### src/rtl/spi_rx_fsm.sv
// rtl/spi_rx_fsm.sv - SPI mode 0 slave receiver, one WIDTH-bit word per cs_n frame
// Optional frame checking (overrun/short-frame frame_err) under `SPI_RX_FRAME_CHECK_EN.
module spi_rx_fsm #(
  parameter int WIDTH = 16
) (
  input  logic             clk,
  input  logic             rst,
  input  logic             cs_n,
  input  logic             sclk,
  input  logic             mosi,
  output logic [WIDTH-1:0] rx_data,
  output logic             rx_valid,
  output logic             busy,
  output logic             frame_err
);

  localparam int CW = $clog2(WIDTH + 1);

  typedef enum logic [1:0] {
    IDLE  = 2'd0,
    SHIFT = 2'd1,
    HOLD  = 2'd2
  } state_t;

  // cs_n stages reset to 0 so a frame still open at reset release yields no cs_fall
  logic cs_s1, cs_s2, cs_s3;
  logic sclk_s1, sclk_s2, sclk_s3;
  logic mosi_s1, mosi_s2;

  always_ff @(posedge clk) begin
    if (rst) begin
      cs_s1   <= 1'b0;
      cs_s2   <= 1'b0;
      cs_s3   <= 1'b0;
      sclk_s1 <= 1'b0;
      sclk_s2 <= 1'b0;
      sclk_s3 <= 1'b0;
      mosi_s1 <= 1'b0;
      mosi_s2 <= 1'b0;
    end else begin
      cs_s1   <= cs_n;
      cs_s2   <= cs_s1;
      cs_s3   <= cs_s2;
      sclk_s1 <= sclk;
      sclk_s2 <= sclk_s1;
      sclk_s3 <= sclk_s2;
      mosi_s1 <= mosi;
      mosi_s2 <= mosi_s1;
    end
  end

  logic cs_fall, cs_rise, sclk_rise;
  assign cs_fall   = ~cs_s2 & cs_s3;
  assign cs_rise   = cs_s2 & ~cs_s3;
  assign sclk_rise = sclk_s2 & ~sclk_s3;

  state_t            state_q, state_d;
  logic [CW-1:0]     cnt_q, cnt_d;
  logic [WIDTH-1:0]  shift_q, shift_d;
  logic [WIDTH-1:0]  data_q, data_d;
  logic              valid_q, valid_d;
  logic              busy_q;
  logic [WIDTH-1:0]  shift_next;

  assign shift_next = {shift_q[WIDTH-2:0], mosi_s2};

`ifdef SPI_RX_FRAME_CHECK_EN
  logic ovr_q, ovr_d;
  logic err_q, err_d;
`endif

  always_comb begin
    state_d = state_q;
    cnt_d   = cnt_q;
    shift_d = shift_q;
    data_d  = data_q;
    valid_d = 1'b0;
`ifdef SPI_RX_FRAME_CHECK_EN
    ovr_d   = ovr_q;
    err_d   = 1'b0;
`endif
    case (state_q)
      IDLE: begin
        if (cs_fall) begin
          state_d = SHIFT;
          cnt_d   = '0;
`ifdef SPI_RX_FRAME_CHECK_EN
          ovr_d   = 1'b0;
`endif
        end
      end
      SHIFT: begin
        // cs_rise wins over a coincident sclk_rise; that bit is discarded
        if (cs_rise) begin
          state_d = IDLE;
`ifdef SPI_RX_FRAME_CHECK_EN
          err_d   = 1'b1;
`endif
        end else if (sclk_rise) begin
          shift_d = shift_next;
          cnt_d   = cnt_q + CW'(1);
          if (cnt_q == CW'(WIDTH - 1)) begin
            data_d  = shift_next;
            valid_d = 1'b1;
            state_d = HOLD;
          end
        end
      end
      HOLD: begin
        if (cs_rise) begin
          state_d = IDLE;
`ifdef SPI_RX_FRAME_CHECK_EN
          err_d   = ovr_q;
`endif
        end
`ifdef SPI_RX_FRAME_CHECK_EN
        else if (sclk_rise) begin
          ovr_d = 1'b1;
        end
`endif
      end
      default: state_d = IDLE;
    endcase
  end

  always_ff @(posedge clk) begin
    if (rst) begin
      state_q <= IDLE;
      cnt_q   <= '0;
      shift_q <= '0;
      data_q  <= '0;
      valid_q <= 1'b0;
      busy_q  <= 1'b0;
`ifdef SPI_RX_FRAME_CHECK_EN
      ovr_q   <= 1'b0;
      err_q   <= 1'b0;
`endif
    end else begin
      state_q <= state_d;
      cnt_q   <= cnt_d;
      shift_q <= shift_d;
      data_q  <= data_d;
      valid_q <= valid_d;
      busy_q  <= (state_d != IDLE);
`ifdef SPI_RX_FRAME_CHECK_EN
      ovr_q   <= ovr_d;
      err_q   <= err_d;
`endif
    end
  end

  assign rx_data  = data_q;
  assign rx_valid = valid_q;
  assign busy     = busy_q;
`ifdef SPI_RX_FRAME_CHECK_EN
  assign frame_err = err_q;
`else
  assign frame_err = 1'b0;
`endif

endmodule

### config.mk
export PLATFORM = sky130hd
export DESIGN_NAME = spi_rx_fsm
export DESIGN_NICKNAME = d
export VERILOG_FILES = /design/src/rtl/spi_rx_fsm.sv
export SDC_FILE = /design/constraint.sdc
export NUM_CORES = 1
export LEC_CHECK = 0
export CAP_MARGIN = 30
export CORE_MARGIN = 2
export CORE_UTILIZATION = 53
export CTS_BUF_LIST = sky130_fd_sc_hd__clkbuf_16
export DETAILED_ROUTE_END_ITERATION = 7
export PLACE_DENSITY_LB_ADDON = 0.12
export SYNTH_ARGS = -nofsm -noshare
export SYNTH_HDL_FRONTEND = slang
export SYNTH_SLANG_ARGS = --single-unit
### constraint.sdc
create_clock -name clk -period 5.1 [get_ports clk]
set_clock_uncertainty 0.2 [all_clocks]
set_input_delay 1.02 -clock clk [delete_from_list [all_inputs] [get_ports clk]]
set_output_delay 1.02 -clock clk [all_outputs]
set_load 0.005 [all_outputs]
==> impl_metrics.ini, run 1 <==
[sta]
tightest_slew_ns = 0.677
post-route-period-util_pct = 50.9
final.min_clock_period_ns = 2.60
max_freq_mhz = 385
finalSetupViolations = 0
setup_tns_ns = 0
drv_slew = 0
finalHoldViolations = 0
rsz0062_at_grt = no
layout_setup_ws_ns = 2.50
slew_headroom_pct = 54.7

[cts]
cts_buffer_depth = 2
clkLatencyLatePin_ns = 0.28
cts.sinks = 48
cts_buffers = 5
cts_hold_buf = 0
tritoncts = built
cts-htree-levels = 2
worst_setup_hold_path_clk_slew_ns = 0.06
post_cts_resize_count = 0
cts_root_buf = clkbuf_16
postCtsSetupRepairBufs = 0

[detailed_routing]
vias = 1240
wl_um = 3190
route.detailed.drc = 0
via_per_inst = 5.17
ant_nets = 0
wl_per_cell_um = 13.3
first_pass_iters = 4
drt_iter0_drc = 57

[setup_path]
path_class = in -> reg
worstReg2RegEnd = rx_data[15]
worstPathMaxFanout = 15
r2r-start = cnt_q[0]
r2r_setup_slack_ns = 2.62
startpoint_type = primary input
endpoint_kind = flop
crit_start = rst
worstRegToRegCells = 8
cp_data_required_time_ns = 5.13
endpoint = cnt_q[2]
arrival_ns = 2.62

[floorplanning]
io_pins = 24
core_um2 = 3280
die_y_um = 62.0
rows = 21
die_width_um = 62.0
initial_core_util_pct = 54.4
die_area_um2 = 3850

[synth]
synthMuxAreaShare_pct = 17.4
synth_cell_types = 30
synth_seq_cells = 48
synth_top_family_by_area = simple AND/OR/NAND/NOR gates
syn_area_per_cell_um2 = 10.3
synth-compound-area-share_pct = 4.20
synth-simple-area-share_pct = 18.9
synth_xor_area_share_pct = 0
syn_area_um2 = 1790
synth_fa_ha_area_share_pct = 1.40
synthCells = 173
ys_seq_area_share_pct = 53.8
syn_nets = 180
ys_warn_count = 0

[layout]
post_route_cells_drive_above_1_share_pct = 4.64
area_growth_syn_to_layout_pct = 20.4
nets = 200
antenna_cells = 0

[power]
pwr-share-seq_pct = 54.6
peakVddDrop_uv = 174
powerDensity_nw_per_um2 = 324
internal_power_w = 0.000562
combinationalPowerShare_pct = 2.4
p_leak_nw = 1.04
switchingPower_w = 0.000135
p_clk_share_pct = 42.9
swShare_pct = 19.4

[global_routing]
grt_max_degree = 33
antenna_found_initial = 0
grt_use_total_pct = 19.5
grt_pass1_vias = 1214
grt_pass1_wl_um = 5290
overflow = 0

[place]
dp_hpwl_um = 2100
place.gp.congestion = 0.829
port_buffers = 22
post-place-ws_ns = 2.21

[worst_hold_path]
hp-class = reg -> reg
hold_depth = 1
hp-start = cs_s1

[job]
max_cap_violations = 0

[run_status]
status = finished, final reports clean
==> worst min path at each step <==
stage | endpoint | slack, ns
floorplan | cs_s2 | 0.21
global placement | cs_s2 | 0.22
detailed placement | sclk_s2 | 0.23
CTS | cs_s2 | 0.25
global route | mosi_s2 | 0.26
finish | cs_s2 | 0.24
==> layout by cell type (no fill, tap or decap) <==
cell type        count
and2b_1              1
a31oi_1              3
inv_1                4
or3_1                3
a2111oi_0            1
o21ai_0              4
buf_4                2
nand4b_1             1
and3_1               1
nor3_1               3
nand2_1              2
a21oi_1              4
ha_1                 2
nor4b_1              1
mux2i_1             31
or4_1                1
clkdlybuf4s50_1     22
or2_1                1
clkinv_1             1
dfxtp_1             48
nor2b_1             12
clkbuf_16            5
nand4_1              1
conb_1               1
o211ai_1             1
nand4b_2             1
nor3b_2              1
or2_0                1
nand2b_1             2
nor2_1              33
==> synthesized netlist by cell type <==
master	count	area [um2]
dfxtp_1	48	961
nor2_1	33	124
mux2i_1	31	310
nor2b_1	12	75.1
clkbuf_1	6	22.5
a21oi_1	4	20.0
o21ai_0	4	20.0
a31oi_1	3	18.8
nor3_1	3	15.0
or3_1	3	18.8
buf_4	2	15.0
buf_6	2	22.5
ha_1	2	25.0
inv_1	2	7.51
nand2_1	2	7.51
nand2b_1	2	12.5
a2111oi_0	1	8.76
and2b_1	1	7.51
and3_1	1	6.26
buf_2	1	5.00
conb_1	1	3.75
nand4_1	1	6.26
nand4b_1	1	8.76
nand4b_2	1	15.0
nor3b_2	1	12.5
nor4b_1	1	8.76
o211ai_1	1	7.51
or2_0	1	6.26
or2_1	1	6.26
or4_1	1	7.51
==> critical path, cell delays in order <==
cell and delay (ns):
clkdlybuf4s50_1 0.67, or2_1 0.39, or4_1 0.47, nand2_1 0.07
==> through the flow <==
stage / util (%) / area (um2) / power, W / std cells / hold slack [ns]
6_report: 65.4 / 2150 / 0.000697 / 240 / 0.241
4_1_cts: 65.4 / 2150 / 0.000705 / 240 / 0.250
2_1_floorplan: - / 1790 / 0.000401 / 173 / 0.214
5_1_grt: 65.4 / 2150 / 0.000726 / 240 / 0.262
3_3_place_gp: 61.3 / 2010 / 0.000405 / 232 / 0.218
3_5_place_dp: 61.3 / 2010 / 0.000406 / 232 / 0.233
==> metal layers <==
layer  wire, um  global-route usage [%]  part of all wire, %  up-vias
li1           -                       -                    -      616
met5          0                       0                    0        -
met1       1380                    21.6                   43      585
met2       1610                    32.9                   50       30
met4         88                    11.9                  2.8        0
met3        121                    5.80                  3.8        9
==> logic make-up after synthesis <==
group | count (synthesis)
AND/OR/NAND/NOR | 65
flip-flops | 48
multiplexers | 31
AO/OA/AOI/OAI | 13
buffers and inverters | 13
adder cells (fa/ha/maj) | 2
other | 1
==> sequential cells by signal, indices dropped and copies added, names as in the netlist, 2 cells and up <==
register  count
state_q       2
cnt_q         5
shift_q      15
rx_data      16
==> area by class of cell <==
class / count / area [um2]
inverters: 2 / 7.51
clock buffers: 5 / 125
flip-flops and latches: 48 / 961
multi-input cells: 112 / 752
repair buffers: 24 / 235
clock inverters: 3 / 11.3
well taps: 46 / 57.6
fillers: 278 / 1130
==> power by group through the flow <==
stage,Clock (W),Sequential [W],Combinational [W]
floorplan,0,0.000388,0.0000127
global placement,0,0.000389,0.0000161
detailed placement,0,0.000389,0.0000169
CTS,0.000307,0.000381,0.0000170
global route,0.000326,0.000381,0.0000189
finish,0.000299,0.000381,0.0000169
Power figures use the tool's default switching activity.
==> run 2, diff against run 1 <==
==> constraint.sdc (replaced) <==
create_clock -name clk -period 2.7 [get_ports clk]
set_clock_uncertainty 0.2 [all_clocks]
set_input_delay 0.54 -clock clk [delete_from_list [all_inputs] [get_ports clk]]
set_output_delay 0.54 -clock clk [all_outputs]
set_load 0.005 [all_outputs]
==> run 2 against run 1 <==
Net effect: final cell count up 0.42%; register-to-register slack worse by 2.0 ns; routed wire length down 9.6%; global-route usage down 2.1 points; core utilization up 0.46 points; largest cell class unchanged; first-iteration DRC count down 23%.
==> impl_metrics.ini, run 2 (synthesized netlist as in run 1, its figures left out) <==
[setup_path]
r2r-start = cnt_q[0]
worstReg2RegEnd = rx_data[8]
worstPathMaxFanout = 17
path_class = reg -> reg
startpoint_type = flop
r2r_setup_slack_ns = 0.62
endpoint_kind = flop
worstRegToRegCells = 8
arrival_ns = 2.04
cp_data_required_time_ns = 2.66

[sta]
finalSetupViolations = 0
drv_slew = 0
post-route-period-util_pct = 77.2
final.min_clock_period_ns = 2.08
slew_headroom_pct = 62.4
finalHoldViolations = 0
max_freq_mhz = 480
tightest_slew_ns = 0.561
rsz0062_at_grt = no
holdWs_ns = 0.248
setup_tns_ns = 0

[global_routing]
grt_use_total_pct = 17.5
grt_pass1_vias = 1096
antenna_found_initial = 0
overflow = 0
grt_max_degree = 46
grt_pass1_wl_um = 4750

[detailed_routing]
wl_um = 2890
ant_nets = 0
vias = 1231
first_pass_iters = 4
via_per_inst = 5.11
wl_per_cell_um = 12.0
drt_iter0_drc = 44
route.detailed.drc = 0

[cts]
worst_setup_hold_path_clk_slew_ns = 0.06
cts_hold_buf = 0
cts-htree-levels = 2
postCtsSetupRepairBufs = 0
cts.sinks = 48
post_cts_resize_count = 0
tritoncts = built
cts_root_buf = clkbuf_16
cts_buffer_depth = 2
clkLatencyLatePin_ns = 0.28
cts_buffers = 5

[layout]
layout_common_cells = dfxtp_1, nor2_1, mux2i_1
post-route-util_pct = 65.9
nets = 201
mostFrequentLayoutCell = dfxtp_1
area_growth_syn_to_layout_pct = 21.2
largest_reg_flops = 16
post_route_cells_drive_above_1_share_pct = 6.15
antenna_cells = 0

[worst_hold_path]
hold_depth = 1
hp-start = cs_s1
holdPathEnd = cs_s2
hp-class = reg -> reg

[floorplanning]
io_pins = 24
die_width_um = 62.0
die_area_um2 = 3850
initial_core_util_pct = 54.4
core_um2 = 3280
die_y_um = 62.0
rows = 21

[power]
peakVddDrop_uv = 397
p_leak_nw = 1.04
powerDensity_nw_per_um2 = 620

[run_status]
status = finished, final reports clean

[job]
max_cap_violations = 0

[place]
port_buffers = 22
place.gp.congestion = 0.770
dp_hpwl_um = 1940
run 2: cell type report:
| cell class | instances | area (um2) |
|---|---|---|
| multi-input combinational | 112 | 752 |
| tap | 46 | 57.6 |
| fill | 299 | 1120 |
| timing repair buffer | 25 | 243 |
| sequential | 48 | 961 |
| clock buffer | 5 | 125 |
| inverter | 2 | 7.51 |
| clock inverter | 3 | 18.8 |
run 2: stage by stage:
| stage | power (W) | instances | area, um2 | worst slack, ns |
|---|---|---|---|---|
| global route | 0.00139 | 241 | 2160 | 0.470 |
| global placement | 0.000765 | 233 | 2020 | 0.651 |
| finish | 0.00134 | 241 | 2160 | 0.617 |
| CTS | 0.00135 | 241 | 2160 | 0.603 |
| detailed placement | 0.000766 | 233 | 2020 | 0.618 |
| floorplan | 0.000757 | 173 | 1790 | 0.695 |
run 2: how the worst max path moves through the flow:
stage          startpoint           to
2_1_floorplan    cnt_q[0]  rx_data[10]
3_3_place_gp          rst     cnt_q[2]
3_5_place_dp     cnt_q[0]   rx_data[8]
4_1_cts          cnt_q[0]   rx_data[4]
5_1_grt          cnt_q[0]   rx_data[4]
6_report         cnt_q[0]   rx_data[8]
run 2: per-layer routing:
layer | GRT usage [%] | vias to the layer above | share of wire, % | wire (um)
met2 | 27.4 | 31 | 49 | 1410
li1 | - | 621 | - | -
met4 | 8.21 | 0 | 1.8 | 53
met1 | 20.7 | 574 | 44 | 1280
met3 | 7.25 | 5 | 4.9 | 142
met5 | 0 | - | 0 | 0
run 2: power breakdown:
group	internal, W	total, W	switching (W)
logic	0.0000137	0.0000310	0.0000173
registers	0.000714	0.000719	0.00000422
clock network	0.000339	0.000593	0.000253
run 2: critical path, stage by stage, from the launching register on:
cell     delay (ns)
dfxtp_1        0.33
ha_1           0.22
and3_1         0.18
ha_1           0.19
nor2b_1        0.15
nand4_1        0.11
buf_4          0.29
mux2i_1        0.23
nor2_1         0.06
